$ cat src/rtl/memory_game_pkg.sv
// Shared constants, FSM encoding and load-beat struct for the memory game.
package memory_game_pkg;

  localparam int          CARD_CNT   = 16;
  localparam int          CARD_IDX_W = 4;
  localparam int          COLOR_W    = 12;
  localparam logic [15:0] LFSR_SEED  = 16'hACE1;
  localparam logic [15:0] LFSR_TAPS  = 16'hB400;

  typedef enum logic [2:0] {
    ST_IDLE = 3'd0,
    ST_LOAD = 3'd1,
    ST_PICK = 3'd2,
    ST_SWAP = 3'd3,
    ST_DONE = 3'd4
  } state_e;

  typedef struct packed {
    logic                  valid;
    logic                  last;
    logic [CARD_IDX_W-1:0] addr;
    logic [COLOR_W-1:0]    color;
  } load_req_t;

endpackage

$ cat src/rtl/lfsr16.sv
// Free-running 16-bit Galois LFSR (right-shifting, taps LFSR_TAPS); never zero from a non-zero seed.
module lfsr16
  import memory_game_pkg::*;
#(
  parameter logic [15:0] SEED = LFSR_SEED
) (
  input  logic        clk,
  input  logic        rst,
  output logic [15:0] lfsr
);

  logic [15:0] lfsr_q, lfsr_d;

  always_comb begin
    lfsr_d = {1'b0, lfsr_q[15:1]} ^ (lfsr_q[0] ? LFSR_TAPS : 16'h0000);
  end

  always_ff @(posedge clk) begin
    if (rst) lfsr_q <= SEED;
    else     lfsr_q <= lfsr_d;
  end

  assign lfsr = lfsr_q;

endmodule

$ cat src/rtl/card_shuffler.sv
// Card-layout store with in-place Fisher-Yates shuffle and registered read port.
// CARD_SHUFFLE_EN enables the PICK/SWAP shuffle; without it the layout stays as loaded.
module card_shuffler
  import memory_game_pkg::*;
#(
  parameter int          CARD_CNT = 16,
  parameter logic [15:0] SEED     = 16'hACE1
) (
  input  logic                  clk,
  input  logic                  rst,
  input  logic                  start,
  input  logic                  load_valid,
  input  logic [CARD_IDX_W-1:0] load_addr,
  input  logic [COLOR_W-1:0]    load_color,
  input  logic                  load_last,
  input  logic [CARD_IDX_W-1:0] rd_addr,
  output logic [COLOR_W-1:0]    rd_color,
  output logic                  busy,
  output logic                  done
);

  state_e             state_q, state_d;
  logic [COLOR_W-1:0] mem_q [CARD_CNT];
  logic [COLOR_W-1:0] mem_d [CARD_CNT];
  logic [COLOR_W-1:0] rd_color_q, rd_color_d;
  logic [15:0]        lfsr;
  load_req_t          ld;

  assign ld = '{valid: load_valid, last: load_last, addr: load_addr, color: load_color};

  lfsr16 #(.SEED(SEED)) u_lfsr (
    .clk  (clk),
    .rst  (rst),
    .lfsr (lfsr)
  );

`ifdef CARD_SHUFFLE_EN
  logic [CARD_IDX_W-1:0] i_q, i_d, j_q, j_d, cand;
  assign cand = lfsr[CARD_IDX_W-1:0];
`else
  logic lfsr_unused;
  assign lfsr_unused = ^lfsr;
`endif

  // Next state; start restarts the round from any state
  always_comb begin
    state_d = state_q;
`ifdef CARD_SHUFFLE_EN
    i_d = i_q;
    j_d = j_q;
`endif
    if (start) begin
      state_d = ST_LOAD;
`ifdef CARD_SHUFFLE_EN
      i_d = '0;
`endif
    end else begin
      unique case (state_q)
        ST_LOAD: if (ld.valid && ld.last) begin
`ifdef CARD_SHUFFLE_EN
          state_d = ST_PICK;
          i_d     = CARD_IDX_W'(CARD_CNT - 1);
`else
          state_d = ST_DONE;
`endif
        end
`ifdef CARD_SHUFFLE_EN
        // Reject candidates above i so every j in 0..i is equally likely
        ST_PICK: if (cand <= i_q) begin
          j_d     = cand;
          state_d = ST_SWAP;
        end
        ST_SWAP: begin
          if (i_q == CARD_IDX_W'(1)) begin
            state_d = ST_DONE;
          end else begin
            i_d     = i_q - CARD_IDX_W'(1);
            state_d = ST_PICK;
          end
        end
`endif
        default: ;
      endcase
    end
  end

  // Memory update; a concurrent start drops the write or swap
  always_comb begin
    mem_d = mem_q;
    if (!start) begin
      if (state_q == ST_LOAD && ld.valid) mem_d[ld.addr] = ld.color;
`ifdef CARD_SHUFFLE_EN
      if (state_q == ST_SWAP) begin
        mem_d[i_q] = mem_q[j_q];
        mem_d[j_q] = mem_q[i_q];
      end
`endif
    end
  end

  always_comb begin
    busy       = (state_q == ST_LOAD) || (state_q == ST_PICK) || (state_q == ST_SWAP);
    done       = (state_q == ST_DONE);
    rd_color_d = mem_q[rd_addr];
  end

  always_ff @(posedge clk) begin
    if (rst) begin
      state_q    <= ST_IDLE;
      rd_color_q <= '0;
      for (int k = 0; k < CARD_CNT; k++) mem_q[k] <= '0;
`ifdef CARD_SHUFFLE_EN
      i_q <= '0;
      j_q <= '0;
`endif
    end else begin
      state_q    <= state_d;
      rd_color_q <= rd_color_d;
      mem_q      <= mem_d;
`ifdef CARD_SHUFFLE_EN
      i_q <= i_d;
      j_q <= j_d;
`endif
    end
  end

  assign rd_color = rd_color_q;

endmodule

$ cat config.mk
export PLATFORM = sky130hd
export DESIGN_NAME = card_shuffler
export DESIGN_NICKNAME = d
export VERILOG_FILES = /design/src/rtl/memory_game_pkg.sv /design/src/rtl/lfsr16.sv /design/src/rtl/card_shuffler.sv
export SDC_FILE = /design/constraint.sdc
export NUM_CORES = 1
export LEC_CHECK = 0
export BUFFER_PORTS_ARGS = -buffer_cell sky130_fd_sc_hd__buf_2
export CORE_MARGIN = 1
export CORE_UTILIZATION = 45
export DETAILED_ROUTE_END_ITERATION = 6
export HOLD_SLACK_MARGIN = 0.03
export SLEW_MARGIN = 40
export SYNTH_ARGS = -nofsm -noshare
export SYNTH_HDL_FRONTEND = slang
export SYNTH_SLANG_ARGS = --single-unit
$ cat constraint.sdc
create_clock -name clk -period 2.8 [get_ports clk]
set_input_delay 0.84 -clock clk [delete_from_list [all_inputs] [get_ports clk]]
set_output_delay 0.84 -clock clk [all_outputs]
set_load 0.1 [all_outputs]
==> summary.md, run 1 <==
| Metric | Value |
|---|---|
| Worst Tran Pin Value | `0.723 ns` |
| I/O pin count | `39` |
| ANT cells | `0` |
| Compound-Gate Fraction of Synth Area | `0.0195` |
| Drt first-iter violations | `414` |
| Vias in the first global route | `6,212` |
| Setup Fix Bufs, Post-CTS | `0` |
| Seq cells post-synth | `206` |
| RSZ-0062 raised after global routing | `false` |
| Slew HR | `0.518` |
| Critical-path top delay cell | `buf_2` |
| Post-CTS sizing | `0` |
| Grt ovf | `0` |
| Final period util | `0.827` |
| Cells after Synth | `806` |
| CTS Hold Bufs | `0` |
| RePlAce Congestion | `0.756` |
| Routed vias/inst | `5.50` |
| Synth top area share | `0.456` |
| Row cnt | `51` |
| Buf/Inv on CP | `1` |
| Die footprint | `20,700 um2` |
| Crit path required time | `1.96 ns` |
| Worst EP arrival | `1.48 ns` |
| Clk sinks | `206` |
| Synth Area in Simple Gates | `0.130` |
| Clock-pin transition on the worst setup and hold timing paths | `0.06 ns` |
| Seq/Total Area, Yosys | `0.456` |
| Ratio of cells with drive above 1 in the final layout | `0.184` |
| Final Hold Fails | `0` |
| CTS Buf Count | `23` |
| First-pass DRT Iterations | `6` |
| Slowest stage delay, CP | `0.43 ns` |
| Layout Utilization | `0.518` |
| Status | `complete, no violations` |
| Pwr dens | `609 nW/um2` |
| Starting Density | `0.462` |
| Number of synthesized flops with an enable pin | `0` |
| Leading cell types in the layout, fill and taps excluded | `224 x mux2i_1, 206 x dfxtp_1, 195 x nor2_1` |
| GRT Overall Usage | `0.228` |
| Worst Skew | `0.0167 ns` |
| Commonest non-fill, non-tap cell in the layout | `mux2i_1` |
| Area Growth Syn to Fin | `12.0%` |
| Final setup fails | `0` |
| Main flop type after synthesis | `dfxtp_1` |
| Hold WC Path Type | `reg2reg` |
| Slew Limit Fails | `0` |
| H-tree Lvls | `1` |
| CTS Buffer Depth | `3` |
| R2r setup slk | `0.73 ns` |
| Startpoint class of the critical path | `flip-flop` |
| First-pass GRT wire length | `35,400 um` |
| DR vias | `6,077` |
| Nets | `850` |
| Die Y | `144 um` |
| Largest cells by area after synthesis | `dfxtp_1 46%, mux2i_1 25%, mux4_2 10%, nor2_1 8.1%, buf_6 1.9%` |
| Drt wl/cell | `20.2 um` |
| Max_cap viols | `0` |
| Post-synth cell types | `33` |
| Synth async-reset ratio | `0` |
| Largest family of logic cells by synthesized area | `multiplexers` |
| Post-Synth XOR/XNOR Area | `0` |
| CP delay by family, top | `buffers and inverters` |
| Final TNS setup | `0 ns` |
| CORE AREA | `19,600 um2` |
| Synth warn | `0` |
| Final ANT Viol Nets | `0` |
| WL final | `22,300 um` |
| Clock Latency Late Sink | `0.51 ns` |
| Crit-path max FO | `5` |
| Area share of fa/ha/maj cells after synthesis | `0` |
| Cells along the critical path | `nor2b_1, buf_2` |
| Fin crit period | `2.32 ns` |
| Largest net degree at the start of global routing | `165` |
| Critical path type | `reg2out` |
| Mux cell area share after synthesis | `0.347` |
| Worst VDD drop | `0.000479 V` |
| Port bufs | `38` |
| Leakage | `0.00486 uW` |
| DRC | `0` |
| Cell chosen for the clock root | `clkbuf_16` |
| DP HPWL | `13,900 um` |
| Die X | `144 um` |
| Syn_nets | `831` |
| Initial antenna violation count | `1` |
| Leading area contributor after synthesis | `dfxtp_1` |
| Crit end category | `output pin` |
| Peak Freq | `432 MHz` |
| CTS tree | `yes` |
| Cell area after synthesis | `9050 um2` |
| Avg Cell Area, Syn | `11.2 um2` |
-- kinds of logic (layout without fill, tap and decap cells) --
group	Yosys count	in the layout
AO/OA/AOI/OAI	27	27
flip-flops	206	206
multiplexers	264	264
AND/OR/NAND/NOR	239	239
buffers and inverters	70	103
-- tightest hold or removal path, stage by stage, from the launching register on --
cell     delay, ns
dfxtp_1       0.32
mux2i_1       0.06
nor2_1        0.07
-- path summary, 6_finish.rpt --
path,cells after the start,start,endpoint
worst max-delay path,2,state_q[0],busy
worst min-delay path,2,mem_q[172],mem_q[172]
worst max register to register,5,state_q[0],mem_q[5]
worst min register to register,2,mem_q[172],mem_q[172]
-- cell type report --
type,instances,area (um2)
multi-input combinational,530,4500
fill,1753,9450
timing repair buffer,63,462
clock inverter,4,30.0
tap,265,332
clock buffer,35,691
inverter,1,3.75
sequential,206,4120
-- synth_stat cells, types with 2 or more instances --
library cell  count
nor2b_1           5
nand2_1          10
dfxtp_1         206
buf_4            10
o2111ai_1         3
buf_6            15
buf_2             4
and2b_1           2
a311oi_1          3
nand4b_1          2
nand4b_4          6
a21oi_1           9
nand3_1           4
mux2i_1         224
and4bb_2          5
o22ai_1           8
clkbuf_1         38
mux4_2           40
nor2_1          195
nand4_4           4
-- where the power goes --
group | internal (uW) | leakage (uW) | switching [uW]
Sequential | 2940 | 0.00166 | 6.23
Clock | 1690 | 0.000358 | 1170
Combinational | 111 | 0.00284 | 250
Total | 4750 | 0.00486 | 1430
-- flip-flops by register name, indices dropped and copies added (netlist names) --
name      cells
state_q       2
mem_q       192
rd_color     12
-- layer usage --
layer / routed length [um] / track usage / share of wire / vias to the layer above
li1: - / - / - / 2869
met1: 9950 / 0.300 / 0.45 / 3023
met2: 10900 / 0.388 / 0.49 / 152
met3: 1080 / 0.0363 / 0.049 / 31
met4: 370 / 0.0554 / 0.017 / 2
met5: 13 / 0 / 0.00058 / -
-- per-stage QoR --
| step | power, uW | worst slack (ns) | cells | area (um2) | hold slack, ns |
|---|---|---|---|---|---|
| final | 6170 | 0.484 | 1104 | 10100 | 0.487 |
| after global routing | 6390 | 0.431 | 1104 | 10100 | 0.518 |
| after CTS | 6240 | 0.466 | 1104 | 10100 | 0.492 |
| after detailed placement | 3380 | 0.140 | 1065 | 9420 | 0.479 |
| after global placement | 3370 | 0.203 | 1065 | 9420 | 0.468 |
| after floorplan | 3260 | 0.247 | 806 | 9050 | 0.455 |
No activity file was read; power rests on OpenSTA's default activity.
==> run 2, diff against run 1 <==
==> constraint.sdc (replaced) <==
create_clock -name clk -period 2.3 [get_ports clk]
set_input_delay 0.69 -clock clk [delete_from_list [all_inputs] [get_ports clk]]
set_output_delay 0.69 -clock clk [all_outputs]
set_load 0.1 [all_outputs]
==> summary.md, run 2 (synthesis gave the netlist of run 1 again) <==
| Metric | Value |
|---|---|
| Gate power share | `0.055` |
| Row cnt | `51` |
| DP Cell Count | `1,079` |
| Vias in the first global route | `6,058` |
| Commonest non-fill, non-tap cell in the layout | `mux2i_1` |
| Worst slack, placed | `0.161 ns` |
| Clk sinks | `206` |
| CORE AREA | `19,600 um2` |
| Final TNS setup | `0 ns` |
| WHS Path Cells | `2` |
| Largest register by flop count | `mem_q` |
| Worst Skew | `0.00729 ns` |
| Die Y | `144 um` |
| WL final | `22,200 um` |
| Crit-path max FO | `5` |
| CTS tree | `yes` |
| CTS Buf Count | `23` |
| Grt ovf | `0` |
| DR WL met2 | `10,500 um` |
| Initial antenna violation count | `1` |
| Fin crit period | `2.15 ns` |
| Crit end category | `output pin` |
| Final Hold Fails | `0` |
| FF-to-FF path depth | `6` |
| Worst reg2reg endpoint | `mem_q[102]` |
| Final period util | `0.934` |
| Slew Limit Fails | `0` |
| Pwr dens | `775 nW/um2` |
| Leading cell types in the layout, fill and taps excluded | `224 x mux2i_1, 206 x dfxtp_1, 195 x nor2_1` |
| CTS Hold Bufs | `0` |
| Final setup fails | `0` |
| Die footprint | `20,700 um2` |
| Nets | `864` |
| Drt first-iter violations | `340` |
| Largest net degree at the start of global routing | `111` |
| FILL cells | `1,701` |
| Peak Freq | `466 MHz` |
| Worst EP arrival | `1.46 ns` |
| Setup Fix Bufs, Post-CTS | `0` |
| Clock power share | `0.505` |
| Die X | `144 um` |
| CTS Buffer Depth | `3` |
| Fin cells | `1,120` |
| Beginning of the worst hold path | `start` |
| Sequential Power Share | `0.439` |
| Critical path type | `reg2out` |
| Layout Utilization | `0.539` |
| H-tree Lvls | `1` |
| Status | `complete, no violations` |
| Setup WS post-layout | `0.152 ns` |
| Pint | `6440 uW` |
| Hold WC Path Type | `in2reg` |
| Reg-to-reg startpoint | `state_q[2]` |
| DR vias | `6,066` |
| Routed metal-1 wirelength | `10,100 um` |
| Ratio of cells with drive above 1 in the final layout | `0.201` |
| Drt wl/cell | `19.8 um` |
| DRC | `0` |
| Highest metal used | `met4` |
| Routed vias/inst | `5.42` |
| Clock Latency Late Sink | `0.50 ns` |
| Switching share of power | `0.213` |
| Slew HR | `0.643` |
| I/O pin count | `39` |
| First-pass GRT wire length | `34,500 um` |
| Finished Cell Area | `10,600 um2` |
| Post-CTS sizing | `0` |
| Startpoint class of the critical path | `flip-flop` |
| RePlAce Congestion | `0.814` |
| Crit path required time | `1.61 ns` |
| Starting Density | `0.462` |
| Clock-pin transition on the worst setup and hold timing paths | `0.06 ns` |
| Cell chosen for the clock root | `clkbuf_16` |
| Max_cap viols | `0` |
| DP HPWL | `14,100 um` |
| Area Growth Syn to Fin | `16.6%` |
| Area occupied by multi-input gates | `4500 um2` |
| Leakage | `0.00505 uW` |
| Hold Path Sink | `state_q[2]` |
| Max FFs per register | `192` |
| First-pass DRT Iterations | `4` |
| Worst Tran Pin Value | `0.535 ns` |
| Final ANT Viol Nets | `0` |
| R2r setup slk | `0.60 ns` |
| Met3 wire len | `983 um` |
| Worst VDD drop | `0.000539 V` |
| GRT Overall Usage | `0.221` |
| Sw power | `1740 uW` |
| RSZ-0062 raised after global routing | `false` |
| FF+latch area | `4120 um2` |
| DP Area | `9690 um2` |
| Port bufs | `38` |
-- run 2: per-layer routing --
layer	vias up	global-route usage
met1	2994	0.292
met4	0	0.0644
met2	134	0.373
li1	2899	-
met3	39	0.0350
met5	-	0
-- run 2: critical path, cell delays in order, from the launching register on --
cell,delay (ns)
dfxtp_1,0.38
nor2b_1,0.15
buf_2,0.43
-- run 2: worst max path at each step --
| stage | startpoint | endpoint | depth (start not counted) |
|---|---|---|---|
| detailed placement | start | mem_q[118] | 7 |
| floorplan | state_q[0] | busy | 1 |
| global placement | start | mem_q[116] | 7 |
| finish | state_q[2] | done | 2 |
| global route | state_q[2] | done | 2 |
| CTS | state_q[2] | done | 2 |
-- run 2: per-stage QoR --
| stage | hold slack, ns | power [uW] |
|---|---|---|
| after global placement | 0.468 | 4110 |
| final | 0.386 | 8180 |
| after detailed placement | 0.480 | 4120 |
| after floorplan | 0.455 | 3970 |
| after CTS | 0.369 | 8280 |
| after global routing | 0.390 | 8450 |
-- run 2: cell type report --
class,instances,share of cell area
Multi-Input combinational cell,530,0.426
Sequential cell,206,0.391
Timing Repair Buffer,77,0.0691
Clock buffer,28,0.0592
Tap cell,265,0.0314
Clock inverter,12,0.0226
Inverter,1,0.000356
Antenna cell,1,0.000237
-- run 2: power by group through the flow --
stage | clock network [uW] | logic (uW) | registers (uW)
5_1_grt | 4380 | 480 | 3590
3_3_place_gp | 0 | 446 | 3670
2_1_floorplan | 0 | 272 | 3700
4_1_cts | 4230 | 454 | 3590
6_report | 4130 | 453 | 3590
3_5_place_dp | 0 | 453 | 3670
